### config.mk
export PLATFORM = sky130hd
export DESIGN_NAME = ccff_bitstream_loader
export DESIGN_NICKNAME = d
export VERILOG_FILES = /design/src/rtl/ccff_loader_pkg.sv /design/src/rtl/ccff_readback_packer.sv /design/src/rtl/ccff_bitstream_loader.sv
export SDC_FILE = /design/constraint.sdc
export NUM_CORES = 1
export LEC_CHECK = 0
export ABC_AREA = 1
export BUFFER_PORTS_ARGS = -buffer_cell sky130_fd_sc_hd__clkbuf_2
export CAP_MARGIN = 10
export CORE_UTILIZATION = 53
export DETAILED_ROUTE_END_ITERATION = 7
export PLACE_DENSITY = 0.76
export SYNTH_ARGS = -nofsm -noshare
export SYNTH_HDL_FRONTEND = slang
export SYNTH_SLANG_ARGS = --single-unit
### constraint.sdc
create_clock -name prog_clk -period 5 [get_ports prog_clk]
set_input_delay 0.25 -clock prog_clk [delete_from_list [all_inputs] [get_ports prog_clk]]
set_output_delay 0.25 -clock prog_clk [all_outputs]
set_load 0.005 [all_outputs]
### src/rtl/ccff_loader_pkg.sv
// Shared types and helpers for the configuration-chain bitstream loader.
package ccff_loader_pkg;

    typedef enum logic [2:0] {
        ST_IDLE  = 3'd0,
        ST_FETCH = 3'd1,
        ST_SHIFT = 3'd2,
        ST_FLUSH = 3'd3,
        ST_DONE  = 3'd4
    } loader_state_e;

    // Number of WORD_W-wide words needed to cover a chain of chain_len bits.
    function automatic int unsigned words_for(input int unsigned chain_len,
                                              input int unsigned word_w);
        return (chain_len + word_w - 1) / word_w;
    endfunction

endpackage

### src/rtl/ccff_readback_packer.sv
// Collects the serial tail bits (first bit ends up in the MSB) into
// WORD_W-wide readback words with a one-word valid/ready output slot.
module ccff_readback_packer #(
    parameter int WORD_W = 32
) (
    input  logic              clk,
    input  logic              reset,
    input  logic              bit_en,
    input  logic              bit_in,
    input  logic              flush,
    output logic              can_accept,
    output logic              drained,
    output logic [WORD_W-1:0] rb_data,
    output logic              rb_valid,
    input  logic              rb_ready
);
    localparam int FILL_W = $clog2(WORD_W + 1);

    logic [WORD_W-1:0] acc;
    logic [FILL_W-1:0] fill;
    logic [WORD_W-1:0] acc_next;
    logic [FILL_W-1:0] pad;
    logic              slot_free;
    logic              last_bit;

    assign slot_free  = !rb_valid || rb_ready;
    assign last_bit   = (fill == FILL_W'(WORD_W - 1));
    // A bit is refused only when it would complete a word while the slot is stuck.
    assign can_accept = !last_bit || slot_free;
    assign drained    = (fill == '0) && slot_free;
    assign acc_next   = (acc << 1) | WORD_W'(bit_in);
    assign pad        = FILL_W'(WORD_W) - fill;

    // Accumulate tail bits, hand off full or flushed partial words to the slot.
    always_ff @(posedge clk) begin
        if (reset) begin
            acc      <= '0;
            fill     <= '0;
            rb_data  <= '0;
            rb_valid <= 1'b0;
        end else begin
            if (rb_valid && rb_ready) begin
                rb_valid <= 1'b0;
            end
            if (bit_en && can_accept) begin
                if (last_bit) begin
                    rb_data  <= acc_next;
                    rb_valid <= 1'b1;
                    acc      <= '0;
                    fill     <= '0;
                end else begin
                    acc  <= acc_next;
                    fill <= fill + FILL_W'(1);
                end
            end else if (flush && (fill != '0) && slot_free) begin
                // Partial word: left-align so the first bit sits in the MSB.
                rb_data  <= acc << pad;
                rb_valid <= 1'b1;
                acc      <= '0;
                fill     <= '0;
            end
        end
    end

endmodule

### src/rtl/ccff_bitstream_loader.sv
// Serializes bitstream words MSB-first into the configuration chain head,
// gating the chain clock one bit at a time, while repacking the old chain
// contents emerging from the tail into readback words.
module ccff_bitstream_loader
    import ccff_loader_pkg::*;
#(
    parameter int CHAIN_LEN = 1024,
    parameter int WORD_W    = 32,
    parameter int CNT_W     = $clog2(CHAIN_LEN + 1)
) (
    input  logic              prog_clk,
    input  logic              prog_reset,
    input  logic              start,
    input  logic [WORD_W-1:0] cfg_data,
    input  logic              cfg_valid,
    output logic              cfg_ready,
    output logic              ccff_head,
    output logic              prog_clk_en,
    input  logic              ccff_tail,
    output logic [WORD_W-1:0] rb_data,
    output logic              rb_valid,
    input  logic              rb_ready,
    output logic              busy,
    output logic              done
);
    localparam int WB_W = $clog2(WORD_W + 1);

    loader_state_e     state;
    logic [CNT_W-1:0]  bits_left;
    logic [WB_W-1:0]   word_bits;
    logic [WORD_W-1:0] shreg;
    logic              rb_can_accept;
    logic              rb_drained;

    assign prog_clk_en = (state == ST_SHIFT) && rb_can_accept;
    assign ccff_head   = (state == ST_SHIFT) && shreg[WORD_W-1];
    assign cfg_ready   = (state == ST_FETCH);
    assign busy        = (state != ST_IDLE) && (state != ST_DONE);
    assign done        = (state == ST_DONE);

    ccff_readback_packer #(
        .WORD_W(WORD_W)
    ) u_packer (
        .clk       (prog_clk),
        .reset     (prog_reset),
        .bit_en    (prog_clk_en),
        .bit_in    (ccff_tail),
        .flush     (state == ST_FLUSH),
        .can_accept(rb_can_accept),
        .drained   (rb_drained),
        .rb_data   (rb_data),
        .rb_valid  (rb_valid),
        .rb_ready  (rb_ready)
    );

    // Load sequencer: fetch a word, shift its valid bits, repeat, then drain readback.
    always_ff @(posedge prog_clk) begin
        if (prog_reset) begin
            state     <= ST_IDLE;
            bits_left <= '0;
            word_bits <= '0;
            shreg     <= '0;
        end else begin
            case (state)
                ST_IDLE: begin
                    if (start) begin
                        bits_left <= CNT_W'(CHAIN_LEN);
                        state     <= ST_FETCH;
                    end
                end
                ST_FETCH: begin
                    if (cfg_valid) begin
                        shreg <= cfg_data;
                        if (32'(bits_left) >= 32'(WORD_W)) begin
                            word_bits <= WB_W'(WORD_W);
                        end else begin
                            word_bits <= WB_W'(bits_left);
                        end
                        state <= ST_SHIFT;
                    end
                end
                ST_SHIFT: begin
                    if (prog_clk_en) begin
                        shreg     <= shreg << 1;
                        bits_left <= bits_left - CNT_W'(1);
                        word_bits <= word_bits - WB_W'(1);
                        // Chain end takes priority; any unshifted low bits are dropped.
                        if (bits_left == CNT_W'(1)) begin
                            state <= ST_FLUSH;
                        end else if (word_bits == WB_W'(1)) begin
                            state <= ST_FETCH;
                        end
                    end
                end
                ST_FLUSH: begin
                    if (rb_drained) begin
                        state <= ST_DONE;
                    end
                end
                ST_DONE: begin
                    state <= ST_IDLE;
                end
                default: begin
                    state <= ST_IDLE;
                end
            endcase
        end
    end

endmodule

==> key figures, run 1 <==
Final layout
  – Share of layout cells above drive strength 1: 12.8%
  – Fin cells: 1482
  – Ant diodes: 0
  – Layout Nets: 1337
  – Area delta synth->final: 9.89%

Logic synthesis
  – Synth Instances: 1266
  – Most used flip-flop cell after synthesis: dfxtp_1
  – Main combinational cell family by area after synthesis: simple AND/OR/NAND/NOR gates
  – Simple-gate share of the synthesized area: 45.2%
  – Synth Register Bits: 123
  – Yosys cell types: 37
  – Leading area contributor after synthesis: dfxtp_1
  – Yosys top cell area share: 32.4%
  – Post-synth EDFFs: 0
  – Synth Area in Compound Gates: 10.4%
  – Sequential fraction of the synthesis area: 32.4%
  – Post-synthesis xor/xnor area fraction: 0.806%
  – Adder-cell share of the synthesized area: 0.987%
  – Synth area leaders: dfxtp_1 32%, nand2_1 24%, nand3_1 9.6%
  – Avg Inst Size Synth: 6.01 um2
  – Yosys warns: 0
  – Mux cell area share after synthesis: 0%
  – Cell area after synthesis: 7600 um2
  – Async SR Flop Fraction: 0%
  – Net count after synthesis: 1310

Detailed routing
  – Via count: 7977
  – Total Wirelength: 20.8 mm
  – Iter 0 DRT Violations: 758
  – Top layer in use: met4
  – DRC: 0
  – WL met3: 1.85 mm
  – Routed Antenna Nets: 0
  – Routed WL per cell: 14.0 um
  – Met2 WL: 8.92 mm
  – Vias/cell: 5.38
  – M1 WL: 9.50 mm
  – Drt pass-1 iters: 6

Worst setup path
  – CP Capture Type: register
  – Crit Path Max Fanout: 37
  – Cell Chain, Critical Path: buf_4, inv_4, ha_1, buf_4, inv_1, buf_4, nand3_1, nand3_1, nand2_1, nand2_1, nand2_1, nand2_1, nand3_1, nand2_1, inv_1
  – Crit path arrival time: 3.36 ns
  – CP peak stage delay: 0.52 ns
  – CP Launch Type: register
  – WS Path Type: register to register
  – CP top delay family: buffers and inverters
  – CP max-delay cell: inv_1
  – CP required: 5.31 ns
  – Most used cell, CP: nand2_1
  – Buf+Inv Stages, Crit Path: 6

Clock tree
  – CTS tree: done
  – Cts repair resizes: 0
  – Setup Fix Bufs, Post-CTS: 0
  – Inserted Clock Buffers: 17
  – Cts hold-fix bufs: 0
  – Clock slew at reported path FFs: 0.05 ns
  – Clk_lat worst skew: 0.42 ns
  – Clock Tree Root: clkbuf_16
  – Longest Clk Path Bufs: 2
  – H-tree depth: 4
  – Clock sinks: 123

STA
  – Worst setup margin: 1.95 ns
  – RSZ-0062 raised after global routing: false
  – Final period utilization: 60.9%
  – Final hold vios: 0
  – Final setup fails: 0
  – Headroom to the max-slew limit: 46.0%
  – Pins Over Slew Limit: 0
  – Fin crit period: 3.05 ns
  – Slew of the pin with the lowest slew margin: 0.809 ns
  – Clock Skews: 0.00865 ns
  – Setup TNS: 0 ns
  – Peak Freq: 0.328 GHz

Pwr
  – Leak pwr: 4.03 nW
  – P per Cell Area: 503 nW/um2
  – Worst vdd ir: 0.288 mV

Global route
  – Largest net degree at the start of global routing: 69
  – Grt total ovfl: 0
  – Antenna violations before repair: 0
  – GRT Total Usage: 29.1%
  – Global-route wire length before repair: 34.2 mm
  – Vias in the first global route: 7027

Die
  – Initial core utilization: 54.6%
  – Die X: 122 um
  – Ports: 76
  – Cell Rows: 43
  – Die Y: 122 um
  – Die Area: 14800 um2
  – Core Region: 13900 um2

Min path
  – Worst min-delay path class: input port to register

Place
  – Port bufs: 75
  – DP HPWL: 14.1 mm
  – Setup Slack @ Placement: 2.03 ns
  – Placer Congestion: 0.967
  – Dpl cells: 1454

Run status
  – Status: completed

Flow run
  – Max_cap viols: 0
==> worst reg2reg max path, delay by kind of cell (launching register included) <==
| kind | cells | cell delay [ns] |
|---|---|---|
| and+or+nand+nor | 8 | 0.59 |
| DFF | 1 | 0.30 |
| adders and majority gates | 1 | 0.36 |
| buffers and inverters | 6 | 1.67 |
==> cell families after synthesis <==
| family | after synthesis |
|---|---|
| adder cells (fa/ha/maj) | 6 |
| AND/OR/NAND/NOR | 811 |
| XOR/XNOR | 7 |
| flip-flops | 123 |
| buffers and inverters | 162 |
| AO/OA/AOI/OAI | 157 |
==> metrics by stage <==
step	util [%]	total power, W	hold WS, ns	cell area, um2
final	60.0	0.00421	0.0866	8360
after floorplan	-	0.00275	0.398	7600
after global routing	60.0	0.00453	0.103	8360
after CTS	60.0	0.00419	0.0771	8360
after global placement	56.1	0.00302	0.451	7810
after detailed placement	56.1	0.00303	0.455	7810
==> state kept, by name (all words and copies together) (netlist names) <==
signal	count
bits_left	11
shreg	32
state	3
u_packer.acc	32
u_packer.fill	6
u_packer.rb_data	32
u_packer.rb_valid	1
word_bits	6
==> cells in the mapped netlist, types with 3 or more instances <==
cell type / instances
inv_2: 23
o21ai_0: 78
nor3_1: 7
nand3_1: 146
xnor2_1: 3
xor2_1: 4
dfxtp_1: 123
nand3_2: 3
buf_6: 10
nand2_1: 486
nand4_1: 6
clkbuf_1: 26
nor2_4: 5
o21ai_1: 4
buf_2: 22
a21oi_1: 72
ha_1: 6
buf_4: 13
nand2_2: 16
nor2_1: 127
inv_1: 62
==> power by group <==
| part | total, W | leakage (nW) | switching, W | internal (W) |
|---|---|---|---|---|
| clock | 0.00115 | 0.270 | 0.000425 | 0.000729 |
| combinational | 0.00183 | 2.76 | 0.00131 | 0.000526 |
| sequential | 0.00122 | 1.00 | 0.0000915 | 0.00113 |
==> routing by layer <==
metal  vias to the layer above  track usage (%)
met5                         -                0
met4                         0             11.4
met3                        38             6.93
met2                       362             42.7
met1                      3506             40.8
li1                       4071                -
==> worst paths after layout <==
kind / from / slack (ns) / depth (start not counted) / to
max: u_packer.fill[0]$_SDFFE_PP0P_ / 1.95 / 15 / u_packer.rb_data[25]$_SDFFE_PP0P_
min: cfg_data[0] / 0.09 / 3 / shreg[0]$_SDFFE_PP0P_
max reg2reg: u_packer.fill[0]$_SDFFE_PP0P_ / 1.95 / 15 / u_packer.rb_data[25]$_SDFFE_PP0P_
min reg2reg: shreg[0]$_SDFFE_PP0P_ / 0.46 / 2 / shreg[0]$_SDFFE_PP0P_
==> final cells by class <==
type	instances	area [um2]
fillers	1376	5580
multi-input cells	981	4360
flip-flops and latches	123	2460
clock buffers	19	443
repair buffers	82	428
inverters	88	333
well taps	180	225
clock inverters	9	101
==> placed cells by master (no fill, tap or decap), types with 5 or more instances in the layout <==
master     count
nand2_1      486
nand3_1      146
nor2_1       127
dfxtp_1      123
o21ai_0       78
clkbuf_2      75
a21oi_1       72
inv_1         61
inv_2         23
clkbuf_16     17
nand2_2       16
nor3_1         7
buf_4          7
nand4_1        6
ha_1           6
nor2_4         5
clkinv_2       5
(Power assumes the default switching activity.)
==> run 2, diff against run 1 <==
--- a/config.mk
+++ b/config.mk
@@ -5,12 +5,12 @@
 export SDC_FILE = /design/constraint.sdc
 export NUM_CORES = 1
 export LEC_CHECK = 0
-export ABC_AREA = 1
+export ABC_AREA = 0
 export BUFFER_PORTS_ARGS = -buffer_cell sky130_fd_sc_hd__clkbuf_2
 export CAP_MARGIN = 10
 export CORE_UTILIZATION = 53
 export DETAILED_ROUTE_END_ITERATION = 7
-export PLACE_DENSITY = 0.76
+export PLACE_DENSITY = 0.79
 export SYNTH_ARGS = -nofsm -noshare
 export SYNTH_HDL_FRONTEND = slang
 export SYNTH_SLANG_ARGS = --single-unit
==> constraint.sdc (replaced) <==
create_clock -name prog_clk -period 2.65 [get_ports prog_clk]
set_input_delay 0.1325 -clock prog_clk [delete_from_list [all_inputs] [get_ports prog_clk]]
set_output_delay 0.1325 -clock prog_clk [all_outputs]
set_load 0.005 [all_outputs]
==> run 2 against run 1 <==
Net effect: combinational power is 36% lower; via count is 13% lower; first-iteration DRC count is 25% higher; utilization is 5.3 points higher; critical path type unchanged.
==> key figures, run 2 <==
STA
  – Fin crit period: 2.56 ns
  – Setup TNS: 0 ns
  – Pins Over Slew Limit: 0
  – Final hold vios: 0
  – Slew of the pin with the lowest slew margin: 0.600 ns
  – Peak Freq: 0.391 GHz
  – Headroom to the max-slew limit: 60.0%
  – Final setup fails: 0
  – Final period utilization: 96.5%
  – Clock Skews: 0.0180 ns
  – RSZ-0062 raised after global routing: false

Min path
  – Hold Path Stages: 3
  – Worst min-delay path class: input port to register
  – Worst Hold End: u_packer.acc[0]$_SDFFE_PP0P_
  – HP Start: ccff_tail

Global route
  – Antenna violations before repair: 0
  – GRT Total Usage: 29.8%
  – Global-route wire length before repair: 32.8 mm
  – Vias in the first global route: 6350
  – Largest net degree at the start of global routing: 54
  – Grt total ovfl: 0

Final layout
  – Largest registers: shreg x32, u_packer.acc x32, u_packer.rb_data x32
  – Area delta synth->final: 20.1%
  – Share of layout cells above drive strength 1: 22.0%
  – Commonest non-fill, non-tap cell in the layout: dfxtp_1
  – Ant diodes: 0
  – Layout Nets: 947
  – Most frequent cells in the layout: 122 x dfxtp_1, 119 x nand2_1, 108 x nor2_1
  – Final instance area: 8610 um2

Clock tree
  – Setup Fix Bufs, Post-CTS: 0
  – H-tree depth: 4
  – Longest Clk Path Bufs: 2
  – Inserted Clock Buffers: 17
  – CTS tree: done
  – Clk_lat worst skew: 0.43 ns
  – Clock Tree Root: clkbuf_16
  – Clock slew at reported path FFs: 0.06 ns
  – Clock sinks: 123

Logic synthesis
  – Cell area after synthesis: 7170 um2
  – Synth area leaders: dfxtp_1 34%, mux4_2 9.7%, nand2_1 6.2%
  – Async SR Flop Fraction: 0%
  – Yosys cell types: 60
  – Post-synth top cells: 123 x dfxtp_1, 119 x nand2_1, 110 x nor2_1, 39 x a311oi_1, 36 x clkbuf_1
  – Avg Inst Size Synth: 8.70 um2
  – Most used flip-flop cell after synthesis: dfxtp_1
  – Post-synth EDFFs: 0
  – Synth Register Bits: 123
  – Leading area contributor after synthesis: dfxtp_1
  – Synth Instances: 824
  – Sequential fraction of the synthesis area: 34.4%
  – Yosys warns: 0
  – Count leader, synth: dfxtp_1
  – Net count after synthesis: 868
  – Yosys top cell area share: 34.4%

Die
  – Die Y: 118 um
  – Core Region: 13200 um2
  – Die X: 118 um
  – Die Area: 14000 um2
  – Cell Rows: 42
  – Ports: 76
  – Initial core utilization: 54.3%

Detailed routing
  – Vias/cell: 6.36
  – Via count: 6936
  – DRC: 0
  – M1 WL: 8.16 mm
  – Routed Antenna Nets: 0
  – Routed WL per cell: 18.4 um
  – Drt pass-1 iters: 6
  – Met2 WL: 9.84 mm
  – WL met3: 1.43 mm
  – Iter 0 DRT Violations: 947
  – Top layer in use: met4
  – Total Wirelength: 20.1 mm

Worst setup path
  – Crit path arrival time: 2.85 ns
  – Critical R2R Capture: u_packer.rb_data[15]$_SDFFE_PP0P_
  – CP required: 2.94 ns
  – CP Launch Type: register
  – CP Capture Type: register
  – WS Path Type: register to register
  – FF-to-FF path depth: 8
  – R2R Path Start: u_packer.fill[0]$_SDFFE_PP0P_
  – R2R setup slack: 0.09 ns
  – Crit Path Max Fanout: 35

Run status
  – Status: completed

Place
  – Post-place instance area: 7670 um2
  – DP HPWL: 13.2 mm
  – Port bufs: 75
  – Placer Congestion: 1.00

Flow run
  – Max_cap viols: 0

Pwr
  – Worst vdd ir: 0.469 mV
  – Leak pwr: 3.18 nW
  – P per Cell Area: 669 nW/um2
[run 2: cell types whose count changed in the layout (fill, tap and decap cells not counted), sizes merged, moves of 32 or more]
cell    change
a311oi     +39
a22oi      +32
o21ai      -56
a21oi      -49
inv        -73
nand2     -385
nand3     -124
[run 2: worst max-delay path, cell delays in order, from the launching register on]
cell      delay (ns)
dfxtp_2         0.34
inv_1           0.06
ha_1            0.33
buf_12          0.24
mux2i_1         0.42
mux4_2          0.32
mux2i_1         0.08
a221oi_1        0.52
nor3_1          0.10
[run 2: how the worst max path moves through the flow]
stage / from / end / slack [ns] / cells after the start
global route: u_packer.fill[0]$_SDFFE_PP0P_ / u_packer.rb_data[9]$_SDFFE_PP0P_ / 0.01 / 8
CTS: u_packer.fill[1]$_SDFFE_PP0P_ / u_packer.rb_data[15]$_SDFFE_PP0P_ / 0.13 / 9
global placement: u_packer.fill[1]$_SDFFE_PP0P_ / u_packer.rb_data[14]$_SDFFE_PP0P_ / 0.19 / 9
floorplan: u_packer.fill[0]$_SDFFE_PP0P_ / u_packer.rb_data[14]$_SDFFE_PP0P_ / 0.09 / 11
finish: u_packer.fill[0]$_SDFFE_PP0P_ / u_packer.rb_data[15]$_SDFFE_PP0P_ / 0.09 / 8
detailed placement: u_packer.fill[1]$_SDFFE_PP0P_ / u_packer.rb_data[15]$_SDFFE_PP0P_ / 0.16 / 9
[run 2: power by group]
part | leakage [nW] | total, W | internal, W | switching (W)
Combinational | 1.88 | 0.00117 | 0.000493 | 0.000676
Sequential | 0.998 | 0.00213 | 0.00201 | 0.000125
Clock | 0.296 | 0.00246 | 0.00157 | 0.000890
[run 2: what timing repair did]
item / 4_1_cts / 5_1_grt
hold buffers: 31 / 0
gates resized for setup: 0 / 1
endpoints found under the hold margin: 31 / 0
setup endpoints to repair: 0 / 3
[run 2: cell type report]
class	count	area (um2)
Inverter	10	37.5
Fill cell	1066	4580
Tap cell	176	220
Sequential cell	123	2460
Clock buffer	17	425
Timing Repair Buffer	137	983
Clock inverter	14	196
Multi-Input combinational cell	614	4280
[run 2: logic make-up (layout without fill, tap and decap cells)]
kind of cell	after synthesis	in the layout	share of synthesized area, %
buf+inv	87	178	6.09
simple gates	332	332	21.2
fa+ha+maj	6	6	1.05
mux	60	60	13.9
flops	123	123	34.4
compound gates	204	204	21.6
xor+xnor	12	12	1.73
[run 2: per-layer routing]
layer,vias up,global-route usage (%)
met2,320,47.7
met4,0,13.1
met1,3343,38.3
met5,-,0
li1,3214,-
met3,59,6.81
[run 2: stage by stage]
step	hold slack [ns]	worst slack, ns	instances	total power [W]	util, %
detailed placement	0.390	0.159	1029	0.00325	58.2
finish	0.0251	0.0934	1091	0.00576	65.3
CTS	0.0188	0.127	1091	0.00575	65.3
global placement	0.386	0.186	1029	0.00323	58.2
floorplan	0.284	0.0919	824	0.00301	-
global route	0.0189	0.0134	1091	0.00602	65.3
==> run 3, diff against run 2 <==
==> constraint.sdc (replaced) <==
create_clock -name prog_clk -period 2.12 [get_ports prog_clk]
set_input_delay 0.106 -clock prog_clk [delete_from_list [all_inputs] [get_ports prog_clk]]
set_output_delay 0.106 -clock prog_clk [all_outputs]
set_load 0.005 [all_outputs]
==> run 3 against run 2 <==
Net effect: the run now ends with setup timing left; total power grew 35%; first-iteration DRC count rose by 51%; sequential power up 25%; highest routed layer unchanged.
==> key figures, run 3 (synthesis gave the netlist of run 2 again) <==
Run status
  – Status: complete, but fails checks
  – Failing checks: setup timing

STA
  – Final period utilization: 119%
  – Fin crit period: 2.51 ns
  – Final hold vios: 0
  – Peak Freq: 0.398 GHz
  – Pins Over Slew Limit: 0
  – Slew of the pin with the lowest slew margin: 0.545 ns
  – Setup TNS: -5.37 ns
  – Hold slack: 0.0290 ns
  – Final setup fails: 86
  – Worst setup margin: -0.395 ns
  – RSZ-0062 raised after global routing: true
  – Headroom to the max-slew limit: 63.5%
  – Clock Skews: 0.0104 ns

Die
  – Core Region: 13200 um2
  – Cell Rows: 42
  – Die X: 118 um
  – Initial core utilization: 54.3%
  – Die Y: 118 um
  – Die Area: 14000 um2
  – Ports: 76

Global route
  – Vias in the first global route: 7009
  – Antenna violations before repair: 0
  – Global-route wire length before repair: 35.5 mm
  – GRT Total Usage: 31.8%
  – Largest net degree at the start of global routing: 52
  – Grt total ovfl: 0

Detailed routing
  – Drt pass-1 iters: 6
  – DRC: 0
  – Via count: 8126
  – Routed Antenna Nets: 0
  – Total Wirelength: 27.3 mm
  – Iter 0 DRT Violations: 1429
  – Routed WL per cell: 22.9 um
  – Vias/cell: 6.83

Worst setup path
  – CP Capture Type: register
  – Buf+Inv Stages, Crit Path: 2
  – CP top delay family: multiplexers
  – FF-to-FF path depth: 8
  – Crit path arrival time: 2.81 ns
  – Crit Path Max Fanout: 6
  – CP Launch Type: register
  – WS Path Type: register to register
  – CP peak stage delay: 0.49 ns
  – CP required: 2.42 ns
  – Cell Chain, Critical Path: inv_6, ha_4, buf_6, mux2i_1, mux4_2, mux2i_4, a221oi_2, nor3_1
  – Cell count along the critical path: 8
  – CP max-delay cell: a221oi_2

Final layout
  – Share of layout cells above drive strength 1: 38.0%
  – Most frequent cells in the layout: 121 x dfxtp_1, 111 x nand2_1, 107 x nor2_1
  – Commonest non-fill, non-tap cell in the layout: dfxtp_1
  – Ant diodes: 0
  – Layout Nets: 1044
  – Area delta synth->final: 43.0%
  – Largest registers: shreg x32, u_packer.acc x32, u_packer.rb_data x32
  – Fill cells: 747
  – Final instance area: 10200 um2
  – Post-layout util: 77.7%

Clock tree
  – CTS tree: done
  – Clock Tree Root: clkbuf_16
  – Clock slew at reported path FFs: 0.06 ns
  – Clock sinks: 123
  – H-tree depth: 4
  – Inserted Clock Buffers: 17
  – Clk_lat worst skew: 0.43 ns
  – Longest Clk Path Bufs: 2

Pwr
  – Worst vdd ir: 0.536 mV
  – Leak pwr: 3.88 nW
  – P per Cell Area: 757 nW/um2

Place
  – Port bufs: 75
  – Post-place instance area: 8290 um2
  – DP HPWL: 14.3 mm
  – Placer Congestion: 1.00

Min path
  – Hold Path Stages: 3
  – Worst min-delay path class: input port to register

Flow run
  – Max_cap viols: 0
run 3: tightest hold or removal path, delay by kind of cell:
kind                   cells  cell delay (ns)
buffers and inverters      1             0.15
AND/OR/NAND/NOR            1             0.08
AO/OA/AOI/OAI              1             0.09
run 3: power breakdown:
group          leakage (nW)  switching (W)  internal (W)  total [W]
sequential            0.999       0.000158       0.00251    0.00266
combinational          2.59        0.00114      0.000960    0.00210
clock                 0.293        0.00117       0.00183    0.00300
total                  3.88        0.00246       0.00530    0.00776
run 3: worst paths after layout:
check | startpoint | to | slack (ns)
max | u_packer.fill[0]$_SDFFE_PP0P_ | u_packer.rb_data[15]$_SDFFE_PP0P_ | -0.39
max reg2reg | u_packer.fill[0]$_SDFFE_PP0P_ | u_packer.rb_data[15]$_SDFFE_PP0P_ | -0.39
min | ccff_tail | u_packer.acc[0]$_SDFFE_PP0P_ | 0.03
min reg2reg | shreg[0]$_SDFFE_PP0P_ | shreg[0]$_SDFFE_PP0P_ | 0.46
run 3: final cells by class:
class	instances	area, um2	area share, %
clock buffers	20	467	4.55
well taps	176	220	2.15
multi-input cells	614	4880	47.6
repair buffers	234	2030	19.8
flip-flops and latches	123	2470	24.1
clock inverters	12	138	1.34
inverters	10	42.5	0.415
run 3: through the flow:
| step | total power [W] | instances | worst slack, ns |
|---|---|---|---|
| floorplan | 0.00380 | 824 | -0.126 |
| global placement | 0.00420 | 1090 | -0.176 |
| detailed placement | 0.00424 | 1090 | -0.302 |
| CTS | 0.00728 | 1163 | -0.0722 |
| global route | 0.00801 | 1189 | -0.396 |
| finish | 0.00776 | 1189 | -0.395 |
run 3: layer usage:
layer  track usage [%]  vias up  part of all wire, %
met3              6.76      174                   10
met5                 0        -                    0
met2              52.1      656                   48
met4              16.4        0                  6.0
met1              39.3     3878                   36
li1                  -     3418                    -
run 3: what timing repair did:
| action | CTS | global route |
|---|---|---|
| gates cloned | 0 | 8 |
| setup endpoints to repair | 55 | 74 |
| hold buffers | 32 | 0 |
| setup buffers | 9 | 18 |
| endpoints found under the hold margin | 32 | 0 |
| pin swaps | 7 | 38 |
| gates resized for setup | 24 | 101 |
